===== src/rtl/alu_issue_ctrl.sv =====
// alu_issue_ctrl: accepts one R-type request at a time, drives registered
// operands/opcode to an external combinational ALU, captures its result two
// edges after acceptance and holds it until the consumer handshakes.
// Optional feature macro: ALU_OVF_TRAP_EN (add/sub overflow flagged illegal,
// result forced to zero).
module alu_issue_ctrl (
    input  logic        clk,
    input  logic        rst,
    input  logic        in_valid,
    output logic        in_ready,
    input  logic [5:0]  in_funct,
    input  logic [31:0] in_rs_val,
    input  logic [31:0] in_rt_val,
    output logic [31:0] alu_a,
    output logic [31:0] alu_b,
    output logic [3:0]  alu_op,
    input  logic [31:0] alu_result,
    input  logic        alu_carry,
    input  logic        alu_over,
    output logic        out_valid,
    input  logic        out_ready,
    output logic [31:0] out_result,
    output logic        out_carry,
    output logic        out_over,
    output logic        out_illegal,
    output logic [15:0] out_count
);

    localparam int unsigned DATA_W  = 32;
    localparam int unsigned FUNCT_W = 6;
    localparam int unsigned OP_W    = 4;
    localparam int unsigned CNT_W   = 16;

    localparam logic [OP_W-1:0] OP_ILL = 4'b0000;
    localparam logic [OP_W-1:0] OP_ADD = 4'b0001;
    localparam logic [OP_W-1:0] OP_SUB = 4'b0011;
    localparam logic [OP_W-1:0] OP_AND = 4'b0100;
    localparam logic [OP_W-1:0] OP_OR  = 4'b1000;
    localparam logic [OP_W-1:0] OP_SLT = 4'b1010;
    localparam logic [OP_W-1:0] OP_NTA = 4'b1101;
    localparam logic [OP_W-1:0] OP_NOR = 4'b1111;

    typedef enum logic [1:0] {
        S_IDLE    = 2'd0,
        S_ISSUE   = 2'd1,
        S_CAPTURE = 2'd2,
        S_HOLD    = 2'd3
    } state_e;

    state_e              state_q, state_d;
    logic [DATA_W-1:0]   alu_a_q, alu_a_d;
    logic [DATA_W-1:0]   alu_b_q, alu_b_d;
    logic [OP_W-1:0]     alu_op_q, alu_op_d;
    logic                out_valid_q, out_valid_d;
    logic [DATA_W-1:0]   out_result_q, out_result_d;
    logic                out_carry_q, out_carry_d;
    logic                out_over_q, out_over_d;
    logic                out_illegal_q, out_illegal_d;
    logic [CNT_W-1:0]    out_count_q, out_count_d;

    logic [OP_W-1:0]     dec_op_c;
    logic                in_ready_c;
    logic                accept_c;
    logic                ovf_trap_c;

    // Fixed funct-to-opcode decode; unknown functs map to the illegal opcode.
    always_comb begin
        dec_op_c = OP_ILL;
        unique case (in_funct)
            FUNCT_W'(6'b100000): dec_op_c = OP_ADD;
            FUNCT_W'(6'b100010): dec_op_c = OP_SUB;
            FUNCT_W'(6'b100100): dec_op_c = OP_AND;
            FUNCT_W'(6'b100101): dec_op_c = OP_OR;
            FUNCT_W'(6'b101010): dec_op_c = OP_SLT;
            FUNCT_W'(6'b111101): dec_op_c = OP_NTA;
            FUNCT_W'(6'b100111): dec_op_c = OP_NOR;
            default:             dec_op_c = OP_ILL;
        endcase
    end

    // Ready when idle, or when the held result is leaving this very cycle.
    always_comb begin
        in_ready_c = 1'b0;
        if (!rst) begin
            in_ready_c = (state_q == S_IDLE) || ((state_q == S_HOLD) && out_ready);
        end
        accept_c = in_valid && in_ready_c;
    end

    // Overflow trap only applies to arithmetic opcodes.
    always_comb begin
`ifdef ALU_OVF_TRAP_EN
        ovf_trap_c = ((alu_op_q == OP_ADD) || (alu_op_q == OP_SUB)) && alu_over;
`else
        ovf_trap_c = 1'b0;
`endif
    end

    // Next-state and register-update logic.
    always_comb begin
        state_d       = state_q;
        alu_a_d       = alu_a_q;
        alu_b_d       = alu_b_q;
        alu_op_d      = alu_op_q;
        out_valid_d   = out_valid_q;
        out_result_d  = out_result_q;
        out_carry_d   = out_carry_q;
        out_over_d    = out_over_q;
        out_illegal_d = out_illegal_q;
        out_count_d   = out_count_q;

        if (accept_c) begin
            alu_a_d  = in_rs_val;
            alu_b_d  = in_rt_val;
            alu_op_d = dec_op_c;
        end

        unique case (state_q)
            S_IDLE: begin
                if (accept_c) begin
                    state_d = S_ISSUE;
                end
            end
            S_ISSUE: begin
                state_d = S_CAPTURE;
            end
            S_CAPTURE: begin
                if (alu_op_q == OP_ILL) begin
                    out_result_d  = '0;
                    out_carry_d   = 1'b0;
                    out_over_d    = 1'b0;
                    out_illegal_d = 1'b1;
                end else begin
                    out_result_d  = ovf_trap_c ? '0 : alu_result;
                    out_carry_d   = alu_carry;
                    out_over_d    = alu_over;
                    out_illegal_d = ovf_trap_c;
                end
                out_valid_d = 1'b1;
                state_d     = S_HOLD;
            end
            S_HOLD: begin
                if (out_ready) begin
                    out_valid_d = 1'b0;
                    out_count_d = out_count_q + CNT_W'(1);
                    state_d     = accept_c ? S_ISSUE : S_IDLE;
                end
            end
            default: begin
                state_d = S_IDLE;
            end
        endcase
    end

    // State and datapath registers, cleared asynchronously.
    always_ff @(posedge clk or posedge rst) begin
        if (rst) begin
            state_q       <= S_IDLE;
            alu_a_q       <= '0;
            alu_b_q       <= '0;
            alu_op_q      <= '0;
            out_valid_q   <= 1'b0;
            out_result_q  <= '0;
            out_carry_q   <= 1'b0;
            out_over_q    <= 1'b0;
            out_illegal_q <= 1'b0;
            out_count_q   <= '0;
        end else begin
            state_q       <= state_d;
            alu_a_q       <= alu_a_d;
            alu_b_q       <= alu_b_d;
            alu_op_q      <= alu_op_d;
            out_valid_q   <= out_valid_d;
            out_result_q  <= out_result_d;
            out_carry_q   <= out_carry_d;
            out_over_q    <= out_over_d;
            out_illegal_q <= out_illegal_d;
            out_count_q   <= out_count_d;
        end
    end

    assign in_ready    = in_ready_c;
    assign alu_a       = alu_a_q;
    assign alu_b       = alu_b_q;
    assign alu_op      = alu_op_q;
    assign out_valid   = out_valid_q;
    assign out_result  = out_result_q;
    assign out_carry   = out_carry_q;
    assign out_over    = out_over_q;
    assign out_illegal = out_illegal_q;
    assign out_count   = out_count_q;

endmodule


===== config.mk =====
export PLATFORM = sky130hd
export DESIGN_NAME = alu_issue_ctrl
export DESIGN_NICKNAME = d
export VERILOG_FILES = /design/src/rtl/alu_issue_ctrl.sv
export SDC_FILE = /design/constraint.sdc
export NUM_CORES = 1
export LEC_CHECK = 0
export ABC_AREA = 1
export BUFFER_PORTS_ARGS = -buffer_cell sky130_fd_sc_hd__buf_2
export CAP_MARGIN = 20
export CORE_AREA = 2 2 106 108
export CTS_CLUSTER_SIZE = 28
export DETAILED_ROUTE_END_ITERATION = 10
export DIE_AREA = 0 0 108 110
export PLACE_DENSITY = 0.91
export SLEW_MARGIN = 20
export SYNTH_ARGS = -nofsm -noshare
export SYNTH_HDL_FRONTEND = slang
export SYNTH_SLANG_ARGS = --single-unit
export TNS_END_PERCENT = 20

===== constraint.sdc =====
create_clock -name clk -period 4.2 [get_ports clk]
set_input_delay 0.21 -clock clk [delete_from_list [all_inputs] [get_ports clk]]
set_output_delay 0.21 -clock clk [all_outputs]
set_load 0.005 [all_outputs]

==> results of run 1 <==
==> synthesized netlist by cell type <==
master,instances
ha_1,5
a22o_1,34
buf_2,5
o21ai_1,1
a21oi_1,2
o21ai_0,4
clkinv_1,2
nand4_1,3
o21bai_1,1
inv_2,1
nor3_1,3
xnor2_1,6
dfrtp_1,122
nand2_2,2
nand3_1,10
inv_1,24
nor2_1,24
a21oi_4,1
clkbuf_1,11
xor2_1,7
nand2_1,238
buf_6,4
==> metrics by stage <==
step | area, um2 | worst slack (ns)
finish | 7680 | 1.97
global route | 7680 | 1.78
CTS | 7680 | 2.03
detailed placement | 6100 | 2.03
global placement | 6100 | 2.05
floorplan | 4880 | 0.729
==> flip-flops by register name, summed over array words and instances, names as in the netlist <==
name         flops
out_valid        1
out_result      32
alu_op           4
out_over         1
out_count       16
alu_b           32
out_carry        1
alu_a           32
out_illegal      1
state_q          2
==> where the power goes <==
group,internal [mW],switching (mW),total (mW)
Sequential,1.67,0.308,1.98
Clock,0.944,0.494,1.44
Combinational,0.751,0.799,1.55
==> worst paths after layout <==
kind | from | end | slack [ns]
min in group asynchronous | rst | out_count[5] | 0.42
setup / recovery | state_q[0] | alu_a[2] | 1.97
setup reg to reg | state_q[0] | alu_a[2] | 1.97
max in group asynchronous | rst | alu_b[28] | 2.52
hold reg to reg | alu_b[3] | alu_b[3] | 0.47
hold / removal | in_funct[0] | alu_op[2] | 0.10
==> cell type report <==
class,count,area (um2)
multi-input cells,341,1610
clock inverters,8,118
inverters,27,105
repair buffers,329,2150
fillers,738,3020
clock buffers,23,467
well taps,140,175
flip-flops and latches,122,3050
==> worst reg2reg max path: stages, from the launching register on <==
cell and delay (ns):
dfrtp_1 0.40, ha_1 0.24, nand2_2 0.17, a21oi_4 0.09, nand2_2 0.08, clkinv_2 0.66
nand2_1 0.35, nand2_1 0.11
==> per-layer routing <==
layer  up-vias  global-route usage [%]  part of all wire, %
met5         -                       0                    0
met4         0                    12.1                  3.0
met3        42                    7.47                  7.7
met2       267                    46.0                   51
met1      2274                    29.4                   38
li1       2266                       -                    -
==> cells by family (layout without fill, tap and decap cells) <==
logic type	after synthesis	after routing	synth area share [%]
compound gates	43	43	7.31
xor+xnor	13	13	2.33
fa+ha+maj	5	5	1.28
buf+inv	47	387	4.36
flops	122	122	62.6
simple gates	280	280	22.1
==> flow_summary.yaml, run 1 <==
status:
  status: "finished, final reports clean"
clock_tree:
  cts_tree: "built"
  cts-root-buf: "clkbuf_8"
  cts.sinks: 122
  clk_latency_ns: 0.50
  htreeDepth: 4
  ctsHoldBuffers: 99
  cts_buffers: 17
  postCtsSetupRepairBufs: 0
  ctsResizeCount: 0
  clock_tree.buffer_depth: 2
  cts.clk_slew.worst_paths_ns: 0.06
floorplanning:
  io_pins: 229
  initial_core_util_pct: 45.6
  core-area_mm2: 0.0107
  die_h_um: 110
  die_area_mm2: 0.0119
  fp.dieW_um: 108
  row_count: 38
layout:
  finish.utilization_pct: 71.8
  synthToLayoutAreaGrowth_pct: 57.4
  instances_no_fill: 990
  drive_above_1_share_pct: 30.9
  layout_commonest_cell: "nand2_1"
  layout_common_cells: "238 x nand2_1, 228 x buf_2, 122 x dfrtp_1, 99 x dlygate4sd3_1, 34 x a22o_1"
  nNetsFinal: 951
  antenna_cells: 0
detailed_routing:
  detail_route.wl_per_cell_um: 15.4
  drt-vias-per-instance: 4.90
  ant_nets: 0
  drt-total-wl_um: 15200
  drc_errors: 0
  drt-pass1-iter-count: 4
  initialDrtViolationCount: 336
  num_vias: 4849
timing:
  hold_violations: 0
  slew_headroom_pct: 34.8
  setup_viol: 0
  setup_tns_ns: 0
  fmax_mhz: 448
  timing.final.crit_share_pct: 53.1
  worst_pin_slew_ns: 0.973
  min_period_ns: 2.23
  drv_slew: 0
  whs_ns: 0.103
  fin_skew_ns: 0.00884
  rsz0062_at_grt: "false"
yosys:
  ys_warn_count: 0
  yosys.area.top_type: "dfrtp_1"
  yosys-top-cells-area: "dfrtp_1 63%, nand2_1 18%, a22o_1 6.1%"
  postSynthAreaPerCell_um2: 9.57
  synthCells: 510
  yosysUniqueCellTypes: 22
  synth_area_mm2: 0.00488
  seq_area_frac_synth_pct: 62.6
  synth_top_area_share_pct: 62.6
  syn_nets: 623
  synth_seq_cells: 122
place:
  place_congestion: 0.831
  post-place-cells: 860
  io_buffers: 228
  dp_hpwl_um: 8650
worst_setup_path:
  reg2regPathDepth: 7
  worstPathRequired_ns: 4.57
  cp-start-kind: "flip-flop"
  cp_data_arrival_time_ns: 2.60
  crit_path_end_kind: "flip-flop"
  cp_slowest_cell: "clkinv_2"
  path_cells: "ha_1 > nand2_2 > a21oi_4 > nand2_2 > clkinv_2 > nand2_1 > nand2_1"
  critical_path_class: "reg2reg"
  slowest_delay_ns: 0.66
  path_buf_inv: 1
  path_depth: 7
  path_delay_family: "buffers and inverters"
  crit_fanout: 68
power:
  peakVddDrop_v: 0.000354
  p_per_area_mw_per_mm2: 647
  total_power_mw: 4.97
  power_leakage_nw: 4.36
global_routing:
  grt_pass1_wl_um: 23800
  grt_max_degree: 70
  grt_use_total_pct: 26.1
  grt.overflow.total: 0
  first_global_vias: 5051
  antenna_found_initial: 0
flow_run:
  drv_cap: 0
min_path:
  hp-class: "in2reg"
  holdPathStages: 6
Power figures use the tool's default switching activity.
==> inputs of run 2 (changes only) <==
--- a/config.mk
+++ b/config.mk
@@ -5,14 +5,14 @@
 export SDC_FILE = /design/constraint.sdc
 export NUM_CORES = 1
 export LEC_CHECK = 0
-export ABC_AREA = 1
+export ABC_AREA = 0
 export BUFFER_PORTS_ARGS = -buffer_cell sky130_fd_sc_hd__buf_2
 export CAP_MARGIN = 20
-export CORE_AREA = 2 2 106 108
+export CORE_AREA = 2 2 111 113
 export CTS_CLUSTER_SIZE = 28
 export DETAILED_ROUTE_END_ITERATION = 10
-export DIE_AREA = 0 0 108 110
-export PLACE_DENSITY = 0.91
+export DIE_AREA = 0 0 113 115
+export PLACE_DENSITY = 0.87
 export SLEW_MARGIN = 20
 export SYNTH_ARGS = -nofsm -noshare
 export SYNTH_HDL_FRONTEND = slang
==> constraint.sdc (replaced) <==
create_clock -name clk -period 1.9 [get_ports clk]
set_input_delay 0.095 -clock clk [delete_from_list [all_inputs] [get_ports clk]]
set_output_delay 0.095 -clock clk [all_outputs]
set_load 0.005 [all_outputs]
==> flow_summary.yaml, run 2 <==
status:
  status: "finished, violations left"
  violations: "design-rule violations"
global_routing:
  antenna_found_initial: 0
  grt_max_degree: 64
  grt_use_total_pct: 22.2
  grt_pass1_wl_um: 22200
  grt.overflow.total: 0
  first_global_vias: 4449
worst_setup_path:
  crit_path_end_kind: "flip-flop"
  critical_path_class: "reg2reg"
  reg2regPathDepth: 6
  r2r_end: "alu_b[10]"
  cp_data_arrival_time_ns: 2.07
  r2r-start: "state_q[0]"
  cp-start-kind: "flip-flop"
  ff2ff_setup_slack_ns: 0.12
  worstPathRequired_ns: 2.19
  crit_fanout: 45
yosys:
  muxShareOfSynthArea_pct: 15.0
  seq_area_frac_synth_pct: 62.6
  ys.flop_type: "dfrtp_1"
  synth_seq_cells: 122
  yosysUniqueCellTypes: 33
  async_flop_share_pct: 100
  yosys-top-cells-area: "dfrtp_1 63%, mux2_2 15%, o21ai_0 4.2%"
  synth_top_family_by_area: "multiplexers"
  synthTopCellsByCount: "122 x dfrtp_1, 65 x mux2_2, 45 x nand2_1"
  synthCells: 396
  synth_top_area_share_pct: 62.6
  synth_fa_ha_area_share_pct: 1.28
  syn_nets: 509
  yosysMostFrequentCell: "dfrtp_1"
  synthXorXnorAreaFrac_pct: 2.69
  synth-compound-area-share_pct: 6.21
  ys_warn_count: 0
  synth_area_mm2: 0.00488
  yosys.area.top_type: "dfrtp_1"
  postSynthAreaPerCell_um2: 12.3
  synth-simple-area-share_pct: 7.38
  synth_edf_count: 0
layout:
  synthToLayoutAreaGrowth_pct: 60.8
  multi_input_area_mm2: 0.00159
  fin_area_mm2: 0.00785
  fillers: 812
  layout_common_cells: "228 x buf_2, 122 x dfrtp_1, 102 x dlygate4sd3_1, 65 x mux2_2, 45 x nand2_1"
  antenna_cells: 0
  drive_above_1_share_pct: 44.6
  seq_area_mm2: 0.00305
  nNetsFinal: 850
  finish.utilization_pct: 66.5
  instances_no_fill: 896
  layout_commonest_cell: "buf_2"
detailed_routing:
  drt-vias-per-instance: 4.80
  detail_route.wl_per_cell_um: 15.8
  initialDrtViolationCount: 262
  drt-total-wl_um: 14200
  num_vias: 4298
  met3WireLength_um: 1010
  drt-pass1-iter-count: 7
  route.met2.wl_um: 7390
  wl_met1_um: 5290
  ant_nets: 0
  drc_errors: 18
  topRoutingLayerUsed: "met4"
flow_run:
  drv_cap: 0
floorplanning:
  fp.dieW_um: 113
  io_pins: 229
  die_area_mm2: 0.0130
  core-area_mm2: 0.0118
  row_count: 40
  initial_core_util_pct: 41.3
  die_h_um: 115
clock_tree:
  clock_tree.buffer_depth: 2
  ctsResizeCount: 0
  clk_latency_ns: 0.41
  cts-root-buf: "clkbuf_16"
  cts_buffers: 17
  cts.clk_slew.worst_paths_ns: 0.05
  htreeDepth: 4
  cts_tree: "built"
  cts.sinks: 122
power:
  p_per_area_mw_per_mm2: 1410
  total_power_mw: 11.1
  power_leakage_nw: 3.87
  peakVddDrop_v: 0.000715
timing:
  whs_ns: 0.0371
  rsz0062_at_grt: "false"
  setup_tns_ns: 0
  fin_ws_ns: 0.121
  min_period_ns: 1.78
  fin_skew_ns: 0.00526
  slew_headroom_pct: 77.5
  timing.final.crit_share_pct: 93.6
  setup_viol: 0
  drv_slew: 0
  worst_pin_slew_ns: 0.337
  hold_violations: 0
  fmax_mhz: 562
min_path:
  hp-class: "in2reg"
  holdPathStages: 4
  min-delay-start: "in_funct[4]"
  hold_path_end: "alu_op[1]"
place:
  placed_area_mm2: 0.00623
  post-place-cells: 763
  dp_hpwl_um: 8380
  place_congestion: 0.749
  io_buffers: 228
  pre_cts_slack_ns: 0.143
-- run 2: what timing repair did --
action,CTS,global route
setup endpoints to repair,0,0
hold buffers,102,0
endpoints found under the hold margin,225,0
setup buffers,0,0
-- run 2: how the worst max path moves through the flow --
stage               startpoint   endpoint  cells past startpoint
detailed placement  state_q[0]  alu_b[26]                      6
floorplan           state_q[1]  alu_b[10]                      6
finish              state_q[0]  alu_b[10]                      6
global placement    state_q[0]  alu_a[26]                      6
global route        state_q[0]  alu_b[10]                      6
CTS                 state_q[0]  alu_b[25]                      6
-- run 2: area by class of cell --
type | instances | share of cell area (%)
sequential | 122 | 38.9
timing repair buffer | 338 | 28.9
multi-input combinational | 219 | 20.2
clock buffer | 25 | 6.57
tap | 147 | 2.34
inverter | 39 | 1.91
clock inverter | 6 | 1.08
-- run 2: cells by family after synthesis --
logic type,Yosys count
simple gates,79
xor+xnor,15
flops,122
compound gates,55
fa+ha+maj,5
buf+inv,55
mux,65
-- run 2: per-layer routing --
| layer | GRT usage (%) | vias up |
|---|---|---|
| li1 | - | 2006 |
| met1 | 24.2 | 2072 |
| met2 | 39.0 | 180 |
| met3 | 6.33 | 40 |
| met4 | 12.7 | 0 |
| met5 | 0 | - |
-- run 2: worst max-delay path, cell delays in order (launching register included) --
cell and delay, ns:
dfrtp_1 0.38, inv_1 0.14, ha_1 0.21, a21oi_2 0.08, nor2_4 0.17, buf_12 0.25
mux2_2 0.38
-- run 2: power by group --
part	leakage [nW]	internal, mW	switching [mW]
combinational	2.04	1.89	1.59
sequential	1.54	3.73	0.633
clock	0.291	2.13	1.10
total	3.87	7.75	3.32
==> inputs of run 3 (changes only) <==
--- a/config.mk
+++ b/config.mk
@@ -12,6 +12,7 @@
 export CTS_CLUSTER_SIZE = 28
 export DETAILED_ROUTE_END_ITERATION = 10
 export DIE_AREA = 0 0 113 115
+export GPL_TIMING_DRIVEN = 0
 export PLACE_DENSITY = 0.87
 export SLEW_MARGIN = 20
 export SYNTH_ARGS = -nofsm -noshare
==> flow_summary.yaml, run 3 (synthesis results as in run 2) <==
status:
  status: "finished, violations left"
  violations: "design-rule violations"
power:
  power_leakage_nw: 3.89
  peakVddDrop_v: 0.000863
  p_per_area_mw_per_mm2: 1370
  total_power_mw: 10.8
worst_setup_path:
  worstPathRequired_ns: 2.19
  path_cells: "ha_2 > a21oi_2 > nor2_4 > buf_6 > buf_6 > mux2_2"
  cp-start-kind: "flip-flop"
  slowest_delay_ns: 0.38
  cpMostUsedCell: "buf_6"
  path_delay_family: "flip-flops"
  crit_fanout: 10
  r2r_end: "alu_b[15]"
  cp_slowest_cell: "dfrtp_1"
  reg2regPathDepth: 6
  crit_path_end_kind: "flip-flop"
  ff2ff_setup_slack_ns: 0.09
  cp_data_arrival_time_ns: 2.10
  r2r-start: "state_q[1]"
  path_buf_inv: 2
  critical_path_class: "reg2reg"
layout:
  nNetsFinal: 862
  fin_area_mm2: 0.00786
  instances_no_fill: 907
  finish.utilization_pct: 66.5
  synthToLayoutAreaGrowth_pct: 61.0
  antenna_cells: 0
  drive_above_1_share_pct: 44.7
  layout_common_cells: "235 x buf_2, 122 x dfrtp_1, 102 x dlygate4sd3_1, 65 x mux2_2, 45 x nand2_1"
  layout_commonest_cell: "buf_2"
timing:
  fin_skew_ns: 0.00454
  whs_ns: 0.0485
  fmax_mhz: 552
  rsz0062_at_grt: "true"
  hold_violations: 0
  slew_headroom_pct: 74.8
  setup_tns_ns: 0
  worst_pin_slew_ns: 0.378
  setup_viol: 0
  fin_ws_ns: 0.0883
  drv_slew: 0
  timing.final.crit_share_pct: 95.4
  min_period_ns: 1.81
global_routing:
  grt_pass1_wl_um: 22600
  grt_use_total_pct: 22.5
  antenna_found_initial: 0
  grt_max_degree: 36
  first_global_vias: 4526
  grt.overflow.total: 0
clock_tree:
  cts.sinks: 122
  cts-root-buf: "clkbuf_16"
  postCtsSetupRepairBufs: 0
  cts_buffers: 17
  clk_latency_ns: 0.41
  cts_tree: "built"
  cts.clk_slew.worst_paths_ns: 0.05
  clock_tree.buffer_depth: 2
  htreeDepth: 4
detailed_routing:
  drt-vias-per-instance: 4.81
  num_vias: 4362
  ant_nets: 0
  initialDrtViolationCount: 287
  drt-total-wl_um: 14500
  drt-pass1-iter-count: 8
  detail_route.wl_per_cell_um: 16.0
  drc_errors: 18
floorplanning:
  fp.dieW_um: 113
  row_count: 40
  die_h_um: 115
  io_pins: 229
  die_area_mm2: 0.0130
  core-area_mm2: 0.0118
  initial_core_util_pct: 41.3
place:
  place_congestion: 0.779
  post-place-cells: 775
  io_buffers: 228
  dp_hpwl_um: 8760
  placed_area_mm2: 0.00630
  pre_cts_slack_ns: -0.0547
min_path:
  hold_path_end: "alu_op[1]"
  holdPathStages: 4
  hp-class: "in2reg"
  min-delay-start: "in_funct[4]"
flow_run:
  drv_cap: 0
run 3: cell types whose count changed in the layout (fill, tap and decap cells not counted), moves of 2 or more:
cell,change
buf_2,+7
buf_4,-4
buf_6,+3
bufinv_16,-2
clkbuf_1,+7
clkbuf_4,+3
clkinvlp_4,-2
run 3: worst max path at each step:
| stage | cells past startpoint | slack, ns | startpoint | to |
|---|---|---|---|---|
| global route | 6 | -0.03 | state_q[1] | alu_b[15] |
| CTS | 7 | 0.008 | state_q[0] | alu_b[1] |
| floorplan | 6 | 0.27 | state_q[1] | alu_b[10] |
| global placement | 2 | -0.46 | rst | alu_a[13] |
| finish | 6 | 0.09 | state_q[1] | alu_b[15] |
| detailed placement | 6 | -0.05 | state_q[1] | alu_b[1] |
run 3: final cells by class:
type                            count  area, um2
Fill cell                         832       3950
Sequential cell                   122       3050
Timing Repair Buffer              334       2250
Multi-Input combinational cell    219       1590
Clock buffer                       28        517
Tap cell                          147        184
Inverter                           39        150
Buffer                             16        103
Clock inverter                      2       10.0
run 3: what timing repair did:
item	4_1_cts	5_1_grt
pin swaps	0	1
hold buffers	102	0
setup endpoints to repair	73	87
hold endpoints to repair	169	0
resized for setup	4	7
run 3: power by group:
group	internal, mW	switching (mW)
combinational	1.91	1.63
sequential	3.73	0.630
clock	1.82	1.06
total	7.46	3.32
run 3: worst min-delay path, delay by kind of cell:
kind,cells,cell delay [ns]
AND/OR/NAND/NOR,2,0.12
buffers and inverters,1,0.13
AO/OA/AOI/OAI,1,0.07
run 3: per-layer routing:
layer  GRT usage (%)  routed length [um]  vias to the layer above
met3            6.17                 912                       29
met4            11.4                 365                        0
li1                -                   -                     2031
met1            24.9                5530                     2120
met2            40.0                7720                      182
met5               0                   0                        -
